$ cat src/rtl/msg_block_loader.sv
// msg_block_loader: collects WORDS 32-bit message words into one block.
//   clock, reset_n      : clock, async active-low reset
//   clear               : synchronous abort of a partial or held block
//   in_valid/in_ready   : word stream (in_ready registered, no input path)
//   in_word             : word written into slot word_count
//   block_valid/ready   : block handshake; block_out holds while valid
//   block_out           : assembled block, word 0 in the top 32 bits
//   word_count          : words stored in the current block (0..WORDS)

// One 32-bit block slot; loads d when we is set, otherwise holds.
module msg_block_slot (
  input  logic        clock,
  input  logic        reset_n,
  input  logic        we,
  input  logic [31:0] d,
  output logic [31:0] q
);
  logic [31:0] data_q, data_d;

  always_comb begin
    data_d = data_q;
    if (we) data_d = d;
  end

  always_ff @(posedge clock or negedge reset_n)
    if (!reset_n) data_q <= '0;
    else          data_q <= data_d;

  assign q = data_q;
endmodule

module msg_block_loader #(
  parameter int WORDS = 16
) (
  input  logic                    clock,
  input  logic                    reset_n,
  input  logic                    clear,
  input  logic                    in_valid,
  output logic                    in_ready,
  input  logic [31:0]             in_word,
  output logic                    block_valid,
  input  logic                    block_ready,
  output logic [32*WORDS-1:0]     block_out,
  output logic [$clog2(WORDS):0]  word_count
);
  localparam int CW = $clog2(WORDS) + 1;
  localparam logic [CW-1:0] LAST = CW'(WORDS - 1);

  localparam logic [0:0] FILL = 1'b0;
  localparam logic [0:0] FULL = 1'b1;

  logic [0:0]              state_q, state_d;
  logic [CW-1:0]           cnt_q, cnt_d;
  logic                    accept;
  logic [WORDS-1:0]        slot_we;
  logic [WORDS-1:0][31:0]  slot_q;

  // clear suppresses the slot write as well as the count update
  assign accept = in_valid && (state_q == FILL) && !clear;

  always_comb begin
    state_d = state_q;
    cnt_d   = cnt_q;
    if (clear) begin
      state_d = FILL;
      cnt_d   = '0;
    end else begin
      case (state_q)
        FILL: if (in_valid) begin
          cnt_d = cnt_q + CW'(1);
          if (cnt_q == LAST) state_d = FULL;
        end
        default: if (block_ready) begin
          state_d = FILL;
          cnt_d   = '0;
        end
      endcase
    end
  end

  always_ff @(posedge clock or negedge reset_n)
    if (!reset_n) begin
      state_q <= FILL;
      cnt_q   <= '0;
    end else begin
      state_q <= state_d;
      cnt_q   <= cnt_d;
    end

  // 1-to-WORDS demux: only the slot addressed by the count is written
  for (genvar k = 0; k < WORDS; k++) begin : g_slot
    assign slot_we[k] = accept && (cnt_q == CW'(k));
    msg_block_slot u_slot (
      .clock   (clock),
      .reset_n (reset_n),
      .we      (slot_we[k]),
      .d       (in_word),
      .q       (slot_q[k])
    );
    assign block_out[32*(WORDS-k)-1 -: 32] = slot_q[k];
  end

  assign in_ready    = (state_q == FILL);
  assign block_valid = (state_q == FULL);
  assign word_count  = cnt_q;
endmodule

$ cat config.mk
export PLATFORM = sky130hd
export DESIGN_NAME = msg_block_loader
export DESIGN_NICKNAME = d
export VERILOG_FILES = /design/src/rtl/msg_block_loader.sv
export SDC_FILE = /design/constraint.sdc
export NUM_CORES = 1
export LEC_CHECK = 0
export ABC_AREA = 1
export CORE_UTILIZATION = 45
export CTS_BUF_LIST = sky130_fd_sc_hd__clkbuf_8
export CTS_CLUSTER_SIZE = 40
export DETAILED_ROUTE_END_ITERATION = 7
export GPL_ROUTABILITY_DRIVEN = 0
export GPL_TIMING_DRIVEN = 0
export HOLD_SLACK_MARGIN = 0.08
export PLACE_DENSITY = 0.75
export SYNTH_ARGS = -nofsm -noshare
export SYNTH_HDL_FRONTEND = slang
export SYNTH_SLANG_ARGS = --single-unit
$ cat constraint.sdc
create_clock -name clock -period 2 [get_ports clock]
set_clock_uncertainty 0.1 [all_clocks]
set_input_delay 0.4 -clock clock [delete_from_list [all_inputs] [get_ports clock]]
set_output_delay 0.4 -clock clock [all_outputs]
set_load 0.01 [all_outputs]
==> results.md, run 1 <==
- Clock-pin slew on the worst setup and hold paths: 60 ps
- Initial DRC Count: 1,831
- IO Pins: 556
- Most common cell in the netlist: nand2_1
- Slowest Stage Delay on Critical Path: 810 ps
- Max cap viols: 0
- Clock Latency Late Sink: 690 ps
- Synth Warn #: 0
- CTS tree: yes
- # fillers: 3,983
- CP max stage cell: clkbuf_1
- Setup ws final: -18.9 ps
- Fin crit share: 101%
- Post-synth top area share: 62.2%
- Detail Route Antenna Nets: 0
- Mapped Avg Cell Area: 8.82 um^2
- Post-DR vias/cell: 5.42
- Worst Hold Class: in2reg
- Clock Tree Root: clkbuf_8
- Seq/Total Area, Yosys: 62.2%
- Routed wire length: 82.2 mm
- Endpoints failing hold: 0
- CP startpoint kind: input pin
- Slew @ Worst Pin: 1100 ps
- P&R area growth vs syn: 38.3%
- Die Y: 217 um
- HPWL reported at the end of detailed placement: 58.7 mm
- CTS Buffer Depth: 3
- Initial antenna violation count: 1
- Post-synthesis register bit count: 518
- Layout cells sized above 1: 10.7%
- Final Util: 63.3%
- Crit path time final: 2020 ps
- Cell Pwr Density: 871 nW/um^2
- Crit-path max FO: 10
- Worst vdd ir: 0.631 mV
- Failing checks: setup timing
- DRC: 0
- All-Layer GR Usage: 34.9%
- CTS buffer count: 86
- CP required: 2510 ps
- Die Span X: 217 um
- Pin count of the biggest net entering global routing: 124
- Clock sinks: 518
- Synth Area in Compound Gates: 1.59%
- Area of the multi-input gates: 7000 um^2
- Async set-reset flop share out of synthesis: 100%
- WS Path Type: in2reg
- Crit path max-delay family: buffers and inverters
- Final std cells w/o fill: 3,683
- Global-route wire length before repair: 121 mm
- F_max: 495 MHz
- Synthesized cell area: 20,800 um^2
- Wire per inst: 22.3 um
- Final setup fails: 1
- Initial Util: 45.8%
- H-tree lvl count: 3
- Site Rows: 78
- Die area: 47,100 um^2
- Most area-consuming cells after synthesis: dfrtp_1 62%, nand2_1 20%, nand3_1 8.8%
- Status: complete, but fails checks
- Commonest cells post-synth: 1,118 x nand2_1, 518 x dfrtp_1, 367 x nand3_1, 104 x buf_2, 98 x clkbuf_1
- Crit end category: flop
- Leakage Power: 0.0174 uW
- Router iterations before antenna repair: 7
- Number of flops mapped to enable cells by yosys: 0
- Critical path data arrival time: 2530 ps
- Core area: 45,500 um^2
- Fin Hold WS: 127 ps
- Placed cell count: 3,489
- Cells after Synth: 2,362
- CP most frequent cell: clkbuf_1
- Largest family of logic cells by synthesized area: simple AND/OR/NAND/NOR gates
- Port Buffers: 523
- Worst-path cell chain: dlygate4sd3_1 > clkbuf_1 > clkbuf_1 > nand3_1 > nand2_1
- Area leader, netlist: dfrtp_1
- Multiplexer share of the synthesized area: 0%
- Max_slew headroom: 26.5%
- Nets: 3,060
- RSZ-0062 raised after global routing: true
- Commonest register cell after synthesis: dfrtp_1
- Vias: 20,000
- Adder-Cell Fraction of Synth Area: 0.300%
- Buffers plus inverters on the worst setup path: 3
- Setup WS pre-CTS: -639 ps
- Vias in the first global route: 19,500
- Netlist cell types: 20
- Syn Nets: 2,404
- Fin. max-slew vios: 0
- Total Power: 25,100 uW
- FF+latch area: 13,000 um^2
- Xor/xnor share of the synthesized area: 0%
- GR Overflow Total: 0
- Synth Area in Simple Gates: 30.9%
## path summary, 6_finish.rpt
kind,depth (start not counted),start,slack (ps),to
hold reg to reg,2,g_slot[3].u_slot.q[29],360,g_slot[3].u_slot.q[29]
setup reg to reg,8,word_count[0],10,g_slot[14].u_slot.q[26]
hold / removal,3,in_word[27],130,g_slot[13].u_slot.q[27]
min in group asynchronous,2,reset_n,180,g_slot[8].u_slot.q[12]
max in group asynchronous,4,reset_n,250,g_slot[12].u_slot.q[31]
setup / recovery,5,in_word[30],-20,g_slot[8].u_slot.q[30]
## power by group
part	switching, uW	leakage [uW]	internal, uW
combinational	2330	0.00938	1290
clock	4410	0.00100	5250
sequential	486	0.00706	11300
## worst reg2reg max path: stages (launching register included)
cell,delay [ps]
dfrtp_2,480
inv_1,130
ha_2,210
inv_1,110
nor3_4,280
buf_6,170
buf_2,220
nand3_1,100
nand2_1,110
## final cells by class
| class | count | share of cell area [%] |
|---|---|---|
| clock buffers | 105 | 5.02 |
| diodes | 1 | 0.00869 |
| well taps | 600 | 2.61 |
| multi-input cells | 1616 | 24.3 |
| flip-flops and latches | 518 | 45.0 |
| repair buffers | 572 | 18.0 |
| clock inverters | 47 | 1.08 |
| inverters | 10 | 0.130 |
| plain buffers | 214 | 3.81 |
## per-layer routing
metal | vias to the layer above | routed length (um) | GRT usage, %
met2 | 1122 | 38900 | 55.8
li1 | 8801 | - | -
met1 | 9801 | 30100 | 41.4
met5 | - | 0 | 0
met4 | 0 | 4180 | 20.2
met3 | 237 | 9090 | 11.3
## what timing repair did
item,CTS,global route
pin swaps,5,9
gates cloned,0,1
resized for setup,570,90
buffers inserted,12,5
endpoints found under the setup margin,947,522
endpoints found under the hold margin,242,0
hold buffers,27,0
## flip-flops by register name, summed over array words and instances (netlist names)
register and flops:
word_count 5, g_slot.u_slot.q 512, block_valid 1
## cell families (layout without fill, tap and decap cells)
logic type / Yosys count / after routing
flip-flops: 518 / 518
adder cells (fa/ha/maj): 5 / 5
other: 0 / 1
buffers and inverters: 228 / 948
AO/OA/AOI/OAI: 66 / 66
AND/OR/NAND/NOR: 1545 / 1545
## layout by cell type, fill, tap and decap left out, types with 4 or more instances in the layout
| cell | synthesis | layout |
|---|---|---|
| nand2_1 | 1118 | 1106 |
| dfrtp_1 | 518 | 515 |
| dlygate4sd2_1 | 0 | 508 |
| nand3_1 | 367 | 364 |
| clkbuf_8 | 0 | 105 |
| buf_2 | 104 | 83 |
| clkbuf_1 | 98 | 76 |
| o21ai_0 | 61 | 61 |
| inv_1 | 7 | 36 |
| nand4_1 | 33 | 33 |
| buf_4 | 10 | 28 |
| dlygate4sd3_1 | 0 | 27 |
| nor2_4 | 6 | 16 |
| clkbuf_4 | 0 | 16 |
| clkbuf_2 | 0 | 15 |
| clkinv_2 | 0 | 9 |
| clkdlybuf4s15_1 | 0 | 8 |
| nand2_2 | 0 | 7 |
| nor2_1 | 5 | 5 |
| nand2_4 | 0 | 5 |
| buf_6 | 1 | 5 |
| o21ai_1 | 5 | 5 |
| clkinvlp_4 | 0 | 5 |
| bufinv_16 | 0 | 4 |
| buf_16 | 0 | 4 |
| buf_12 | 0 | 4 |
## through the flow
stage / TNS [ps] / instance area, um^2
3_3_place_gp: - / 26800
2_1_floorplan: 0 / 20800
5_1_grt: -4340 / 28800
3_5_place_dp: -165510 / 26900
4_1_cts: 0 / 28500
6_report: -18.9 / 28800
Note: power is estimated with default switching activity, not from simulation.
==> run 2: changes to the inputs <==
- ABC_AREA: 1 -> 0
- CORE_ASPECT_RATIO: default -> 0.6
- PLACE_DENSITY: 0.75 -> 0.76
==> run 2 against run 1 <==
First-iteration DRC count is 52% lower. Synthesized area fell by 3.4%. The run ends with DRC, hold timing, setup timing left. Hold slack got worse by 500 ps. Critical path depth rose by 1. Critical path type is now reg2reg. Highest routed layer unchanged. Clock power decreased by 11%. Wire length shrank 20%. Sequential power about the same. Synthesized cell count decreased by 50%.
==> results.md, run 2 <==
- Status: complete, but fails checks (unchanged)
- Failing checks: DRC, hold timing, setup timing (was setup timing)
- Synth Area in Compound Gates: 0.168% (was 1.59%)
- Mapped Avg Cell Area: 17.1 um^2 (was 8.82 um^2)
- Async set-reset flop share out of synthesis: 100% (unchanged)
- Clock Tree Root: clkbuf_8 (unchanged)
- Crit-path max FO: 5 (was 10)
- Initial Util: 46.0% (was 45.8%)
- Post-place instance area: 26,500 um^2 (was 26,900 um^2)
- CP startpoint kind: flop (was input pin)
- Clock-pin slew on the worst setup and hold paths: 80 ps (was 60 ps)
- DRC: 30 (was 0)
- GR Overflow Total: 0 (unchanged)
- Most area-consuming cells after synthesis: dfrtp_1 64%, mux2_2 23%, mux2_4 6.7% (was dfrtp_1 62%, nand2_1 20%, nand3_1 8.8%)
- Max_slew headroom: 47.5% (was 26.5%)
- P&R area growth vs syn: 49.0% (was 38.3%)
- Cell Pwr Density: 803 nW/um^2 (was 871 nW/um^2)
- Most frequent cells in the layout: 516 x dlygate4sd2_1, 513 x dfrtp_1, 265 x mux2_4 (was 1,106 x nand2_1, 515 x dfrtp_1, 508 x dlygate4sd2_1)
- Layout cells sized above 1: 40.4% (was 10.7%)
- Global-route wire length before repair: 92.4 mm (was 121 mm)
- Initial DRC Count: 888 (was 1,831)
- Xor/xnor share of the synthesized area: 0.0435% (was 0%)
- Post-synthesis register bit count: 518 (unchanged)
- Reg2reg start: block_valid (was word_count[0])
- Endpoints failing hold: 92 (was 0)
- Adder-Cell Fraction of Synth Area: 0.311% (was 0.300%)
- R2R Path End: g_slot[13].u_slot.q[18] (was g_slot[14].u_slot.q[26])
- Routed wire length: 65.7 mm (was 82.2 mm)
- CTS tree: yes (unchanged)
- Fin crit share: 108% (was 101%)
- Final setup fails: 416 (was 1)
- Area leader, netlist: dfrtp_1 (unchanged)
- Cells after Synth: 1,180 (was 2,362)
- Setup ws final: -158 ps (was -18.9 ps)
- Worst vdd ir: 0.757 mV (was 0.631 mV)
- Final std cells w/o fill: 2,533 (was 3,683)
- Vias in the first global route: 13,900 (was 19,500)
- Post-synth top area share: 64.4% (was 62.2%)
- Commonest cells post-synth: 518 x dfrtp_1, 408 x mux2_2, 90 x mux2_4, 37 x clkbuf_1, 18 x buf_2 (was 1,118 x nand2_1, 518 x dfrtp_1, 367 x nand3_1, 104 x buf_2, 98 x clkbuf_1)
- Number of flops mapped to enable cells by yosys: 0 (unchanged)
- WS Path Type: reg2reg (was in2reg)
- RSZ-0062 raised after global routing: true (unchanged)
- Design Area, Final: 30,000 um^2 (was 28,800 um^2)
- Largest family of logic cells by synthesized area: multiplexers (was simple AND/OR/NAND/NOR gates)
- Most common cell in the netlist: dfrtp_1 (was nand2_1)
- Crit end category: flop (unchanged)
- Pin count of the biggest net entering global routing: 114 (was 124)
- ANT cells: 0 (was 1)
- Core area: 43,700 um^2 (was 45,500 um^2)
- Leakage Power: 0.0164 uW (was 0.0174 uW)
- Die area: 45,600 um^2 (was 47,100 um^2)
- Critical path data arrival time: 2560 ps (was 2530 ps)
- Synth Area in Simple Gates: 1.58% (was 30.9%)
- CTS buffer count: 77 (was 86)
- Commonest non-fill, non-tap cell in the layout: dlygate4sd2_1 (was nand2_1)
- Slew @ Worst Pin: 787 ps (was 1100 ps)
- CP required: 2400 ps (was 2510 ps)
- Detail Route Antenna Nets: 0 (unchanged)
- Site Rows: 59 (was 78)
- Worst Hold Class: in2async (was in2reg)
- # fillers: 3,071 (was 3,983)
- CTS Buffer Depth: 3 (unchanged)
- Max reg flops: 512 (unchanged)
- Multiplexer share of the synthesized area: 30.4% (was 0%)
- Initial antenna violation count: 0 (was 1)
- IO Pins: 556 (unchanged)
- H-tree lvl count: 3 (unchanged)
- F_max: 463 MHz (was 495 MHz)
- Nets: 1,944 (was 3,060)
- Wire per inst: 25.9 um (was 22.3 um)
- Die Y: 166 um (was 217 um)
- Netlist cell types: 38 (was 20)
- HPWL reported at the end of detailed placement: 42.0 mm (was 58.7 mm)
- Worst Reg-to-Reg Cells: 6 (was 8)
- Crit path time final: 2160 ps (was 2020 ps)
- Syn Nets: 1,222 (was 2,404)
- All-Layer GR Usage: 27.2% (was 34.9%)
- Port Buffers: 553 (was 523)
- Die Span X: 275 um (was 217 um)
- Seq/Total Area, Yosys: 64.4% (was 62.2%)
- Hold_buf cts: 3 (was 27)
- Commonest register cell after synthesis: dfrtp_1 (unchanged)
- Fin. max-slew vios: 0 (unchanged)
- Placed cell count: 2,316 (was 3,489)
- Synth Warn #: 0 (unchanged)
- Synthesized cell area: 20,100 um^2 (was 20,800 um^2)
- Router iterations before antenna repair: 7 (unchanged)
- Total Power: 24,100 uW (was 25,100 uW)
- Clock Latency Late Sink: 620 ps (was 690 ps)
- Clock sinks: 518 (unchanged)
- Post-DR vias/cell: 5.28 (was 5.42)
- Reg2Reg Setup Slack: -160 ps (was 10 ps)
- Max cap viols: 0 (unchanged)
- Vias: 13,400 (was 20,000)
- Fin Hold WS: -369 ps (was 127 ps)
run 2: cell count changes in the layout (fill, tap and decap cells not counted), moves of 18 or more:
cell and delta:
buf_12 +48, mux2_2 +239, nand3_1 -358, buf_2 -82, clkbuf_16 +18, clkbuf_1 -44
nand4_1 -31, clkdlybuf4s50_1 +30, nand2_1 -1104, dlygate4sd3_1 -24, mux2_4 +265, o21ai_0 -61
run 2: worst max-delay path by stage:
| stage | from | end | slack, ps | cells after the start |
|---|---|---|---|---|
| after floorplan | block_valid | g_slot[12].u_slot.q[10] | -20 | 5 |
| final | block_valid | g_slot[13].u_slot.q[18] | -160 | 6 |
| after detailed placement | reset_n | g_slot[12].u_slot.q[25] | -640 | 4 |
| after CTS | block_valid | g_slot[12].u_slot.q[21] | -150 | 6 |
| after global placement | reset_n | word_count[0] | -23820 | 1 |
| after global routing | word_count[4] | g_slot[5].u_slot.q[26] | -210 | 7 |
run 2: final cells by class:
class,count,area (um^2),area share (%)
Buffer,90,1140,3.79
Clock buffer,96,1320,4.41
Clock inverter,35,184,0.613
Inverter,5,22.5,0.0751
Multi-Input combinational cell,564,7280,24.3
Sequential cell,518,13000,43.2
Tap cell,579,724,2.42
Timing Repair Buffer,646,6360,21.2
run 2: where the power goes:
part	internal (uW)	total (uW)	leakage, uW	switching [uW]
clock network	4450	8570	0.000868	4120
logic	1850	3670	0.00854	1820
registers	11400	11800	0.00698	462
total	17700	24100	0.0164	6410
run 2: repair_timing:
action / 4_1_cts / 5_1_grt
setup endpoints to repair: 1018 / 572
setup buffers: 38 / 25
endpoints found under the hold margin: 98 / 92
cloned: 11 / 18
resized for setup: 695 / 228
pin swaps: 6 / 3
run 2: logic make-up after synthesis:
logic type               Yosys count
multiplexers                     513
AO/OA/AOI/OAI                      5
flip-flops                       518
AND/OR/NAND/NOR                   40
XOR/XNOR                           1
buffers and inverters             98
adder cells (fa/ha/maj)            5
run 2: critical path: stages, from the launching register on:
cell and delay, ps:
dfrtp_2 440, buf_6 130, or4b_4 590, nor2_8 160
buf_12 160, clkbuf_16 170, mux2_4 300
run 2: through the flow:
step | util [%] | setup TNS (ps) | setup WS, ps
2_1_floorplan | - | -2030 | -22.6
3_5_place_dp | 60.7 | -219440 | -642
3_3_place_gp | 60.4 | - | -23820
4_1_cts | 65.6 | -24050 | -145
6_report | 68.6 | -29400 | -158
5_1_grt | 68.6 | -51250 | -213
run 2: layer usage:
layer	vias to the layer above	global-route usage (%)	wire [um]
met5	-	0	0
met3	125	7.72	4750
li1	5618	-	-
met2	508	42.6	30400
met4	0	10.7	2360
met1	7117	35.8	28100
==> run 3: changes to the inputs <==
- CAP_MARGIN: default -> 0
==> results of run 3 <==
Same layout as run 2: the final DEF is identical, and so are final timing and power.
